### src/rtl/cpu_trace_emitter.sv
// Serialises one register-write or memory-write record per request into an
// ASCII trace stream, one character per cycle, with back-to-back frames.
module cpu_trace_emitter (
  input  logic        clk,
  input  logic        reset,
  input  logic        req_valid,
  output logic        req_ready,
  input  logic [13:0] req_time,
  input  logic [31:0] req_pc,
  input  logic        req_is_reg,
  input  logic [31:0] req_addr,
  input  logic [31:0] req_data,
  output logic [7:0]  char,
  output logic        char_valid
);

  typedef enum logic [1:0] {IDLE, EMIT, LAST} state_e;

  state_e      state_q, state_d;
  logic [5:0]  pos_q, pos_d;
  logic [15:0] tbcd_q, tbcd_d;
  logic [2:0]  tlen_q, tlen_d;
  logic [31:0] pc_q, pc_d;
  logic        is_reg_q, is_reg_d;
  logic [31:0] addr_q, addr_d;
  logic [7:0]  rbcd_q, rbcd_d;
  logic [1:0]  rlen_q, rlen_d;
  logic [31:0] data_q, data_d;

  logic        accept;
  logic [13:0] t_sat;
  logic [5:0]  s_pc, s_c, s_f, flen, s_ar, s_d, s_end;
  logic [7:0]  ch;

  function automatic logic [7:0] hex_char(input logic [3:0] n);
    return (n < 4'd10) ? 8'h30 + {4'b0, n} : 8'h57 + {4'b0, n};
  endfunction

  // i is the digit position counted from the most significant nibble
  function automatic logic [3:0] nib8(input logic [31:0] w, input logic [2:0] i);
    return w[{~i, 2'b00} +: 4];
  endfunction

  always_ff @(posedge clk or negedge reset) begin
    if (!reset) begin
      state_q  <= IDLE;
      pos_q    <= '0;
      tbcd_q   <= '0;
      tlen_q   <= '0;
      pc_q     <= '0;
      is_reg_q <= 1'b0;
      addr_q   <= '0;
      rbcd_q   <= '0;
      rlen_q   <= '0;
      data_q   <= '0;
    end else begin
      state_q  <= state_d;
      pos_q    <= pos_d;
      tbcd_q   <= tbcd_d;
      tlen_q   <= tlen_d;
      pc_q     <= pc_d;
      is_reg_q <= is_reg_d;
      addr_q   <= addr_d;
      rbcd_q   <= rbcd_d;
      rlen_q   <= rlen_d;
      data_q   <= data_d;
    end
  end

  // Field start offsets within the frame; T and R have variable length
  always_comb begin
    s_pc  = 6'd2 + {3'b0, tlen_q};
    s_c   = s_pc + 6'd8;
    s_f   = s_c + 6'd3;
    flen  = is_reg_q ? {4'b0, rlen_q} : 6'd8;
    s_ar  = s_f + flen;
    s_d   = s_ar + 6'd4;
    s_end = s_d + 6'd8;
  end

  assign accept = req_valid && req_ready;

  always_comb begin
    state_d  = state_q;
    pos_d    = pos_q;
    tbcd_d   = tbcd_q;
    tlen_d   = tlen_q;
    pc_d     = pc_q;
    is_reg_d = is_reg_q;
    addr_d   = addr_q;
    rbcd_d   = rbcd_q;
    rlen_d   = rlen_q;
    data_d   = data_q;
    t_sat    = (req_time > 14'd9999) ? 14'd9999 : req_time;
    case (state_q)
      IDLE: if (accept) state_d = EMIT;
      EMIT: begin
        pos_d = pos_q + 6'd1;
        if (pos_q == s_end - 6'd1) state_d = LAST;
      end
      LAST: state_d = accept ? EMIT : IDLE;
      default: state_d = IDLE;
    endcase
    // Decimal digits are resolved at capture so emission never stalls
    if (accept) begin
      pos_d    = '0;
      tbcd_d   = {4'(t_sat / 14'd1000), 4'((t_sat / 14'd100) % 14'd10),
                  4'((t_sat / 14'd10) % 14'd10), 4'(t_sat % 14'd10)};
      tlen_d   = (t_sat >= 14'd1000) ? 3'd4 : (t_sat >= 14'd100) ? 3'd3 :
                 (t_sat >= 14'd10) ? 3'd2 : 3'd1;
      pc_d     = req_pc;
      is_reg_d = req_is_reg;
      addr_d   = req_addr;
      rbcd_d   = {4'(req_addr[4:0] / 5'd10), 4'(req_addr[4:0] % 5'd10)};
      rlen_d   = (req_addr[4:0] >= 5'd10) ? 2'd2 : 2'd1;
      data_d   = req_data;
    end
  end

  always_comb begin
    ch = 8'h00;
    if (pos_q == 6'd0)                  ch = "^";
    else if (pos_q <= {3'b0, tlen_q})   ch = 8'h30 + {4'b0, tbcd_q[{~(pos_q[1:0] + 2'd3 - tlen_q[1:0]), 2'b00} +: 4]};
    else if (pos_q < s_pc)              ch = "@";
    else if (pos_q < s_c)               ch = hex_char(nib8(pc_q, pos_q[2:0] - s_pc[2:0]));
    else if (pos_q == s_c)              ch = ":";
    else if (pos_q == s_c + 6'd1)       ch = " ";
    else if (pos_q < s_f)               ch = is_reg_q ? "$" : "*";
    else if (pos_q < s_ar) begin
      if (is_reg_q) ch = 8'h30 + {4'b0, rbcd_q[{~(pos_q[0] ^ s_f[0] ^ rlen_q[0]), 2'b00} +: 4]};
      else          ch = hex_char(nib8(addr_q, pos_q[2:0] - s_f[2:0]));
    end
    else if (pos_q < s_d) begin
      case (pos_q[1:0] - s_ar[1:0])
        2'd1:    ch = "<";
        2'd2:    ch = "=";
        default: ch = " ";
      endcase
    end
    else if (pos_q < s_end)             ch = hex_char(nib8(data_q, pos_q[2:0] - s_d[2:0]));
    else                                ch = "#";
  end

  always_comb begin
    char_valid = (state_q != IDLE);
    char       = char_valid ? ch : 8'h00;
    req_ready  = (state_q != EMIT);
  end

endmodule
### config.mk
export PLATFORM = sky130hd
export DESIGN_NAME = cpu_trace_emitter
export DESIGN_NICKNAME = d
export VERILOG_FILES = /design/src/rtl/cpu_trace_emitter.sv
export SDC_FILE = /design/constraint.sdc
export NUM_CORES = 1
export LEC_CHECK = 0
export CAP_MARGIN = 20
export CELL_PAD_IN_SITES_DETAIL_PLACEMENT = 2
export CELL_PAD_IN_SITES_GLOBAL_PLACEMENT = 2
export CORE_UTILIZATION = 30
export CTS_BUF_LIST = sky130_fd_sc_hd__clkbuf_16
export DETAILED_ROUTE_END_ITERATION = 7
export PLACE_DENSITY_LB_ADDON = 0.05
export SLEW_MARGIN = 5
export SYNTH_ARGS = -nofsm -noshare
export SYNTH_HDL_FRONTEND = slang
export SYNTH_SLANG_ARGS = --single-unit
### constraint.sdc
create_clock -name clk -period 7.38 [get_ports clk]
set_clock_uncertainty 0.15 [all_clocks]
set_input_delay 0.738 -clock clk [delete_from_list [all_inputs] [get_ports clk]]
set_output_delay 0.738 -clock clk [all_outputs]
set_load 0.01 [all_outputs]
==> metrics.md, run 1 <==
| Metric | Value |
|---|---|
| Status | `finished clean` |
| Die area | `39400 um2` |
| Non-filler instance count after layout | `2075` |
| Final worst slack | `0.557 ns` |
| GR Layer Usage met1 | `30.9%` |
| Main synth FF type | `dfrtp_1` |
| Busiest grt layer | `met2` |
| Core area | `37800 um2` |
| Leakage | `6.15 nW` |
| Maximum achievable frequency | `0.147 GHz` |
| Syn nets | `1626` |
| Max-slew violations | `0` |
| Clock slew at reported path FFs | `0.06 ns` |
| CTS tree | `built` |
| Vias in the first global route | `11900` |
| Post-synthesis mux area share | `8.45%` |
| Worst-path fanout max | `16` |
| Root Driver | `clkbuf_16` |
| Multi-input gate area in the final layout | `7690 um2` |
| Design Power | `7.00 mW` |
| HPWL Detailed | `32.5 mm` |
| Synth Area in Simple Gates | `24.9%` |
| Top cell type's share of synthesized area | `28.3%` |
| Layout cells sized above 1 | `10.8%` |
| Ys async rst share | `100%` |
| PD cells | `498 nW/um2` |
| Worst setup path class | `input port to register` |
| Area added between synthesis and finish | `21.5%` |
| Adder-Cell Fraction of Synth Area | `7.64%` |
| Max_cap viols | `0` |
| Initial Utilization | `30.6%` |
| Compound-Gate Fraction of Synth Area | `20.9%` |
| RSZ-0062 raised after global routing | `false` |
| Placement Setup Slack | `0.191 ns` |
| Hold WC Path Type | `input port to asynchronous set/reset pin` |
| TritonRoute pass-1 iters | `5` |
| Final wirelength | `42.6 mm` |
| Worst reg2reg setup slack | `3.24 ns` |
| M3 GR Usage | `2.44%` |
| Total GRT Usage | `22.2%` |
| Final setup TNS | `0 ns` |
| H-tree levels | `4` |
| DRT iter0 DRCs | `419` |
| Mapped Cells | `1448` |
| Worst EP required | `7.59 ns` |
| # diodes | `0` |
| Most common cell after layout, fill and taps aside | `nand2_1` |
| Initial antenna violation count | `0` |
| Routed vias/inst | `5.39` |
| Placed Instances | `2043` |
| Post-Syn Area | `11600 um2` |
| Reg2Reg Depth | `14` |
| Die width | `198 um` |
| Synth top area cells | `dfrtp_1 28%, nand2_1 12%, ha_1 6.2%` |
| Global route overflow | `0` |
| Startpoint types | `input port` |
| Sequential Area | `3280 um2` |
| #FFs+latches synth | `131` |
| Largest family of logic cells by synthesized area | `simple AND/OR/NAND/NOR gates` |
| Worst path arrival time | `7.03 ns` |
| DR vias | `11200` |
| Period minus WS final | `6.82 ns` |
| Final hold vios | `0` |
| Seq/Total Area, Yosys | `28.3%` |
| Finish-stage setup viols | `0` |
| Worst hold slack | `0.155 ns` |
| FILL cells | `4385` |
| # rows | `71` |
| GP Congestion | `0.835` |
| Port Buffers | `122` |
| Synth Area in XOR/XNOR | `4.39%` |
| CP bufs+invs | `4` |
| CTS max path bufs | `2` |
| CP delay by family, top | `simple AND/OR/NAND/NOR gates` |
| Critical path capture point type | `register` |
| Post-CTS Hold Buffers | `0` |
| RR Startpoint | `tlen_q[1]$_DFFE_PN0P_` |
| # DRC | `0` |
| DRT antenna net count | `0` |
| Worst relative slew slack | `44.5%` |
| Pin count of the biggest net entering global routing | `75` |
| Number of synthesized flops with an enable pin | `0` |
| Die H | `198 um` |
| CTS Sinks | `131` |
| Synth area leader | `dfrtp_1` |
| Max stage delay cell, worst path | `clkdlybuf4s50_1` |
| Routed len/inst | `20.5 um` |
| # IOs | `124` |
| Post-route clock period utilization | `92.5%` |
| Max VDD drop | `0.172 mV` |
| Tightest Pin Transition | `0.828 ns` |
| Total of warnings raised by yosys | `0` |
| Reg2reg end | `state_q[0]$_DFFE_PN0P_` |
| Unique masters post-synth | `102` |
| Grt met2 use | `36.5%` |
| Nets | `1729` |
| Clock Latency Late Sink | `0.43 ns` |
| Syn Area/Cell | `7.99 um2` |
| CP peak stage delay | `0.70 ns` |
| Most frequent cells in the layout | `376 x nand2_1, 131 x dfrtp_1, 121 x clkdlybuf4s50_1` |
| Cts bufs inserted | `17` |
| First-pass GRT wire length | `67.8 mm` |
-- where the power goes --
| part | internal (mW) | switching [mW] |
|---|---|---|
| combinational | 2.10 | 2.74 |
| clock | 0.534 | 0.348 |
| sequential | 1.04 | 0.238 |
| total | 3.68 | 3.32 |
-- worst register-to-register path, cell delays in order, from the launching register on --
cell and delay (ns):
dfrtp_1 0.51, inv_1 0.24, ha_1 0.28, a21oi_1 0.18, xnor2_1 0.20, ha_1 0.33, xor2_1 0.21, ha_1 0.23
xnor2_1 0.27, ha_1 0.31, xor2_1 0.16, xnor2_1 0.15, or4_1 0.54, nor3_1 0.16, o22ai_1 0.08
-- how the worst max path moves through the flow --
stage	end	slack, ns	from	cells past startpoint
floorplan	tbcd_q[6]$_DFFE_PN0P_	1.41	req_time[12]	26
global placement	tbcd_q[6]$_DFFE_PN0P_	0.43	req_time[9]	25
detailed placement	tbcd_q[7]$_DFFE_PN0P_	0.19	req_time[12]	23
CTS	char[3]	0.29	tlen_q[1]$_DFFE_PN0P_	24
global route	tbcd_q[6]$_DFFE_PN0P_	0.05	req_time[11]	25
finish	tbcd_q[6]$_DFFE_PN0P_	0.56	req_time[9]	25
-- cells in the mapped netlist (8+ instances only) --
cell	instances
ha_1	57
nor3_1	23
dfrtp_1	131
nor4_1	13
buf_4	8
nand3_1	37
mux4_2	28
o21a_1	10
buf_2	16
nor2b_1	12
a21o_1	11
a211o_1	9
and3_1	13
xnor2_1	39
inv_1	47
a211oi_1	14
buf_1	10
a311oi_1	9
mux2_2	9
nand2b_1	12
nor2_1	81
a21oi_1	72
mux2i_1	23
nand2_1	377
o211ai_1	19
xor2_1	19
and2_1	11
o22ai_1	13
o21ai_0	77
o31ai_1	10
a31oi_1	15
clkbuf_1	56
-- timing repair --
action / CTS / global route
endpoints found under the setup margin: 0 / 1
resized for setup: 0 / 2
setup buffers: 0 / 0
hold endpoints to repair: 0 / 0
-- per-stage QoR --
step,area (um2),utilization (%)
2_1_floorplan,11600,-
3_3_place_gp,13400,35.5
4_1_cts,14000,37.1
5_1_grt,14100,37.1
6_report,14100,37.1
3_5_place_dp,13400,35.5
-- area by class of cell --
class	count	area share, %
sequential	131	23.3
tap	511	4.55
multi-input combinational	1171	54.7
clock inverter	15	1.27
timing repair buffer	177	11.6
inverter	53	1.43
clock buffer	17	3.03
-- registers in the layout, summed over array words and instances (netlist names) --
name / cells
addr_q: 32
rbcd_q: 5
tbcd_q: 16
pc_q: 32
tlen_q: 3
pos_q: 6
state_q: 2
data_q: 32
is_reg_q: 1
rlen_q: 2
-- cells by family (layout without fill, tap and decap cells) --
kind of cell    count (synthesis)  after routing
xor+xnor                       58             58
compound gates                346            346
fa+ha+maj                      67             67
mux                            61             61
other cells                     1              1
simple gates                  638            638
flops                         131            131
buf+inv                       146            262
-- routing by layer --
layer | wire length [um] | share of wire (%)
met5 | 0 | 0
met4 | 567 | 1.3
met3 | 832 | 2.0
met2 | 20200 | 47
met1 | 21000 | 49
No activity file was read; power rests on OpenSTA's default activity.
==> inputs of run 2 (changes only) <==
- CORE_MARGIN: unset -> 5
==> run 2 against run 1 <==
Total power grew 1.4%; critical path depth shrank 8; clock power grew 2%; hold slack gained 0.024 ns; sequential share of layout area shrank 0.057 points; count of clock-buffer cells in the layout is the same; final cell count grew 0.43%; register-to-register slack gained 0.03 ns; largest power group unchanged; fmax shrank 0.63%; die area grew 8.2%; worst setup slack lost 0.043 ns.
==> metrics.md, run 2 (synthesis gave the netlist of run 1 again) <==
| Metric | Value |
|---|---|
| DRT iter0 DRCs | `463 (+11%)` |
| Final hold vios | `0 (unchanged)` |
| Reg2reg end | `state_q[0]$_DFFE_PN0P_` |
| First-pass GRT wire length | `70.4 mm (+3.8%)` |
| Tightest Pin Transition | `0.837 ns (+0.00885 ns)` |
| Worst reg2reg setup slack | `3.27 ns (+0.03 ns)` |
| HPWL Detailed | `33.2 mm (+2.1%)` |
| Sequential power share | `17.8% (-0.5 points)` |
| Non-filler instance count after layout | `2084 (+0.43%)` |
| # diodes | `0 (unchanged)` |
| Design area | `14100 um2 (+0.28%)` |
| Nets | `1731 (+0.12%)` |
| Final setup TNS | `0 ns (unchanged)` |
| Die H | `206 um (+4.0%)` |
| Cts bufs inserted | `17 (unchanged)` |
| Startpoint types | `register` |
| DR vias | `11200 (+0.098%)` |
| Max stage delay cell, worst path | `fa_1` |
| Placement Setup Slack | `0.153 ns (-0.0374 ns)` |
| Most common cell after layout, fill and taps aside | `nand2_1` |
| Critical path capture point type | `output pin` |
| Max-slew violations | `0 (unchanged)` |
| DRT antenna net count | `0 (unchanged)` |
| Die area | `42600 um2 (+8.2%)` |
| Die width | `206 um (+4.0%)` |
| Routed vias/inst | `5.37 (-0.33%)` |
| Worst path arrival time | `5.98 ns (-1.05 ns)` |
| CP peak stage delay | `0.82 ns (+0.12 ns)` |
| Clock slew at reported path FFs | `0.07 ns (about the same)` |
| Core area | `38400 um2 (+1.4%)` |
| # IOs | `124 (unchanged)` |
| Placed Instances | `2052 (+0.44%)` |
| Worst setup path class | `register to output pin` |
| Reg2Reg Depth | `13 (-1)` |
| Hold WC Path Type | `input port to asynchronous set/reset pin` |
| Worst-path fanout max | `7 (-9)` |
| PD cells | `503 nW/um2 (+1.1%)` |
| Final worst slack | `0.514 ns (-0.0434 ns)` |
| Max VDD drop | `0.207 mV (+20%)` |
| Sw Pwr | `3.45 mW (+3.9%)` |
| Max_cap viols | `0 (unchanged)` |
| Worst relative slew slack | `44.2% (-0.33 points)` |
| TritonRoute pass-1 iters | `7 (+2)` |
| Period minus WS final | `6.87 ns (+0.0434 ns)` |
| Finish-stage setup viols | `0 (unchanged)` |
| CTS max path bufs | `2 (unchanged)` |
| Routed len/inst | `21.1 um (+2.7%)` |
| H-tree levels | `4 (unchanged)` |
| Total GRT Usage | `20.8% (-1.4 points)` |
| Placed Area | `13500 um2 (+0.18%)` |
| CTS Sinks | `131 (unchanged)` |
| Internal power | `3.64 mW (-0.91%)` |
| Switching Fraction | `48.7% (+1.2 points)` |
| Largest registers | `addr_q (32), data_q (32), pc_q (32)` |
| Logic pwr share | `69.6% (+0.5 points)` |
| Global route overflow | `0 (unchanged)` |
| Maximum achievable frequency | `0.146 GHz (-0.63%)` |
| Worst EP required | `6.49 ns (-1.10 ns)` |
| # DRC | `0 (unchanged)` |
| Area added between synthesis and finish | `21.8%` |
| Post-route clock period utilization | `93.0% (+0.59 points)` |
| Worst hold slack | `0.179 ns (+0.0236 ns)` |
| FILL cells | `4396 (+0.25%)` |
| Layout cells sized above 1 | `11.2% (+0.37 points)` |
| Pin count of the biggest net entering global routing | `77 (+2.7%)` |
| Leakage | `6.16 nW (+0.21%)` |
| Vias in the first global route | `12400 (+3.4%)` |
| Final wirelength | `43.9 mm (+3.1%)` |
| # rows | `72 (+1.4%)` |
| Most frequent cells in the layout | `376 x nand2_1, 130 x dfrtp_1, 121 x clkdlybuf4s50_1` |
| Status | `finished clean` |
| CTS tree | `built` |
| Clock Power Share | `12.6% (about the same)` |
| Clock Latency Late Sink | `0.44 ns (about the same)` |
| Root Driver | `clkbuf_16` |
| Initial antenna violation count | `1 (+1)` |
| RR Startpoint | `tlen_q[1]$_DFFE_PN0P_` |
| Port Buffers | `122 (unchanged)` |
| GP Congestion | `0.829 (-0.66%)` |
| RSZ-0062 raised after global routing | `false` |
| Initial Utilization | `30.1% (-0.42 points)` |
| Crit-path cells | `inv_1 -> ha_2 -> fa_1 -> fa_1 -> buf_4 -> mux4_2 -> mux2i_1 -> and2_1 -> nor2_1 -> nand2_1 -> xor2_1 -> a21oi_1 -> o31ai_1 -> a32o_1 -> nand2_1 -> a31oi_1 -> clkdlybuf4s50_1` |
## run 2: how the worst max path moves through the flow
stage	slack, ns	start	end	cells past startpoint
6_report	0.51	tlen_q[1]$_DFFE_PN0P_	char[2]	17
5_1_grt	0.02	tlen_q[1]$_DFFE_PN0P_	char[3]	23
4_1_cts	0.23	tlen_q[1]$_DFFE_PN0P_	char[3]	25
3_5_place_dp	0.15	req_time[10]	tbcd_q[6]$_DFFE_PN0P_	24
3_3_place_gp	0.38	req_time[10]	tbcd_q[6]$_DFFE_PN0P_	24
2_1_floorplan	1.41	req_time[12]	tbcd_q[6]$_DFFE_PN0P_	26
## run 2: layer usage
metal	part of all wire (%)	track usage, %	up-vias
met5	0.030	0	-
met4	1.2	4.44	2
met3	2.0	1.87	30
met2	52	38.1	114
met1	45	26.7	5708
li1	-	-	5346
## run 2: layout make-up
class	count	area, um2	area share [%]
clock inverter	15	186	1.32
clock buffer	17	425	3.02
sequential	131	3280	23.3
timing repair buffer	179	1650	11.7
tap	518	648	4.60
multi-input combinational	1171	7700	54.6
inverter	53	201	1.43
## run 2: worst max-delay path, delay by kind of cell, from the launching register on
family	cells	cell delay, ns
buffers and inverters	3	1.09
xor gates and xnor gates	1	0.16
muxes	2	0.61
adders and majority gates	3	1.79
AOI/OAI and AO/OA	4	0.94
DFF	1	0.47
and+or+nand+nor	4	0.47
## run 2: metrics by stage
stage	power [mW]	util, %
finish	7.09	36.7
global route	7.78	36.7
CTS	7.21	36.7
detailed placement	6.21	35.1
global placement	6.05	35.1
floorplan	4.65	-
## run 2: power by group through the flow
stage	clock network [mW]	registers (mW)	logic (mW)
after global placement	0	1.26	4.79
after detailed placement	0	1.28	4.94
final	0.897	1.26	4.93
after CTS	0.926	1.27	5.02
after global routing	0.952	1.31	5.52
after floorplan	0	1.18	3.46
## run 2: what timing repair did
action | 4_1_cts | 5_1_grt
buffers inserted | 0 | 0
setup endpoints to repair | 0 | 1
gates resized for setup | 0 | 4
hold buffers | 0 | 0
==> inputs of run 3 (changes only) <==
- PLACE_DENSITY_LB_ADDON: 0.05 -> 0.1
- TNS_END_PERCENT: unset -> 50
==> run 3 against run 2 <==
Register-to-register slack worse by 0.10 ns; worst setup slack lost 0.048 ns; critical path depth stayed put; largest power group unchanged; wire length shrank 1.4%; final area up 0.22%; hold slack got worse by 0.047 ns; final cell count is essentially flat.
==> metrics.md, run 3 (synthesis gave the netlist of run 1 again) <==
| Metric | Value |
|---|---|
| Status | `finished clean` |
| Initial antenna violation count | `1 (unchanged)` |
| Max stage delay cell, worst path | `fa_1` |
| Finish-stage setup viols | `0 (unchanged)` |
| Post-CTS Resized | `0 (unchanged)` |
| Pin count of the biggest net entering global routing | `109 (+42%)` |
| Non-filler instance count after layout | `2083 (-0.048%)` |
| DRT iter0 DRCs | `443 (-4.3%)` |
| RSZ-0062 raised after global routing | `false` |
| TritonRoute pass-1 iters | `5 (-2)` |
| Clock slew at reported path FFs | `0.07 ns (about the same)` |
| PD cells | `500 nW/um2 (-0.64%)` |
| HPWL Detailed | `32.6 mm (-1.9%)` |
| Clock Latency Late Sink | `0.44 ns (about the same)` |
| Port Buffers | `122 (unchanged)` |
| Max-slew violations | `0 (unchanged)` |
| Max_cap viols | `0 (unchanged)` |
| CTS tree | `built` |
| CTS max path bufs | `2 (unchanged)` |
| Final wirelength | `43.3 mm (-1.4%)` |
| Global route overflow | `0 (unchanged)` |
| # rows | `72 (unchanged)` |
| Final setup TNS | `0 ns (unchanged)` |
| DRT antenna net count | `0 (unchanged)` |
| Vias in the first global route | `12200 (-1.0%)` |
| First-pass GRT wire length | `69.8 mm (-0.95%)` |
| Area added between synthesis and finish | `22.1%` |
| Most common cell after layout, fill and taps aside | `nand2_1` |
| DR vias | `11200 (-0.054%)` |
| Layout Utilization | `36.8% (+0.082 points)` |
| H-tree levels | `4 (unchanged)` |
| Die H | `206 um (unchanged)` |
| Worst setup path class | `register to output pin` |
| Most frequent cells in the layout | `376 x nand2_1, 131 x dfrtp_1, 120 x clkdlybuf4s50_1` |
| Initial Utilization | `30.1% (unchanged)` |
| # IOs | `124 (unchanged)` |
| Leakage | `6.18 nW (+0.28%)` |
| CTS Sinks | `131 (unchanged)` |
| Placed Instances | `2051 (-0.049%)` |
| GP Congestion | `0.851 (+2.6%)` |
| # diodes | `0 (unchanged)` |
| Post-CTS Hold Buffers | `0 (unchanged)` |
| # DRC | `0 (unchanged)` |
| Final hold vios | `0 (unchanged)` |
| Root Driver | `clkbuf_16` |
| Total GRT Usage | `20.5% (-0.34 points)` |
| Cts bufs inserted | `17 (unchanged)` |
| Maximum achievable frequency | `0.145 GHz (-0.70%)` |
| Post-route clock period utilization | `93.7% (+0.66 points)` |
| CP peak stage delay | `0.76 ns (-0.06 ns)` |
| Design Power | `7.06 mW (-0.42%)` |
| Worst-path fanout max | `6 (-1)` |
| Critical path capture point type | `output pin` |
| Startpoint types | `register` |
| Tightest Pin Transition | `0.922 ns (+0.0848 ns)` |
| Worst relative slew slack | `38.5% (-5.7 points)` |
| Max VDD drop | `0.204 mV (-1.0%)` |
| CP delay by family, top | `adder cells` |
| Routed vias/inst | `5.37 (about the same)` |
| Die area | `42600 um2 (unchanged)` |
| Largest registers | `addr_q (32), data_q (32), pc_q (32)` |
| Hold WC Path Type | `input port to asynchronous set/reset pin` |
| Period minus WS final | `6.91 ns (+0.0485 ns)` |
| Nets | `1730 (-0.058%)` |
| Worst path arrival time | `6.03 ns (+0.05 ns)` |
| Core area | `38400 um2 (unchanged)` |
| CP bufs+invs | `3 (unchanged)` |
| Die width | `206 um (unchanged)` |
| Post-CTS Setup Inserts | `0 (unchanged)` |
| Layout cells sized above 1 | `11.2% (about the same)` |
| Worst EP required | `6.49 ns (about the same)` |
| Routed len/inst | `20.8 um (-1.4%)` |
| Crit-path cells | `inv_1 -> ha_2 -> fa_1 -> fa_1 -> buf_4 -> mux4_2 -> mux2i_1 -> and2_1 -> nor2_1 -> nand2_1 -> xor2_1 -> a21oi_1 -> o31ai_1 -> a32o_1 -> nand2_1 -> a31oi_1 -> clkdlybuf4s50_1` |
## run 3: final timing paths
path	slack [ns]	end	startpoint	cells past startpoint
hold / removal	0.13	pc_q[6]$_DFFE_PN0P_	reset	1
max in group asynchronous	5.61	addr_q[0]$_DFFE_PN0P_	reset	2
setup / recovery	0.47	char[2]	tlen_q[1]$_DFFE_PN0P_	17
setup reg to reg	3.17	state_q[0]$_DFFE_PN0P_	tlen_q[1]$_DFFE_PN0P_	14
min in group clk	0.33	addr_q[28]$_DFFE_PN0P_	addr_q[28]$_DFFE_PN0P_	2
hold reg to reg	0.33	addr_q[28]$_DFFE_PN0P_	addr_q[28]$_DFFE_PN0P_	2
## run 3: cell type report
class	count	area [um2]
clock buffers	17	425
well taps	518	648
multi-input cells	1171	7710
fillers	4407	24300
clock inverters	15	186
flip-flops and latches	131	3280
repair buffers	178	1670
inverters	53	201
## run 3: layer usage
layer	part of all wire (%)	global-route usage (%)	routed length, um	vias up
met5	0.030	0	13	-
met4	1.1	3.78	461	2
met3	2.3	2.24	977	31
met2	50	35.8	21500	109
met1	47	27.6	20300	5708
li1	-	-	-	5344
## run 3: where the power goes
| group | switching, mW | internal (mW) |
|---|---|---|
| clock | 0.387 | 0.515 |
| combinational | 2.79 | 2.10 |
| sequential | 0.234 | 1.04 |
## run 3: worst register-to-register path, cell delays in order (launching register included)
cell	delay, ns
dfrtp_1	0.50
inv_1	0.23
ha_1	0.27
a21oi_1	0.17
xnor2_1	0.23
ha_1	0.34
xor2_1	0.20
ha_1	0.22
xnor2_1	0.33
ha_1	0.32
xor2_1	0.16
xnor2_1	0.15
or4_1	0.53
nor3_1	0.18
o22ai_1	0.10
## run 3: stage by stage
step | cell area [um2] | hold WS [ns] | setup WS [ns]
2_1_floorplan | 11600 | 0.284 | 1.41
3_3_place_gp | 13500 | 0.303 | 0.220
3_5_place_dp | 13500 | 0.311 | 0.00869
4_1_cts | 14100 | 0.168 | 0.296
5_1_grt | 14100 | 0.189 | 0.0163
6_report | 14100 | 0.132 | 0.465
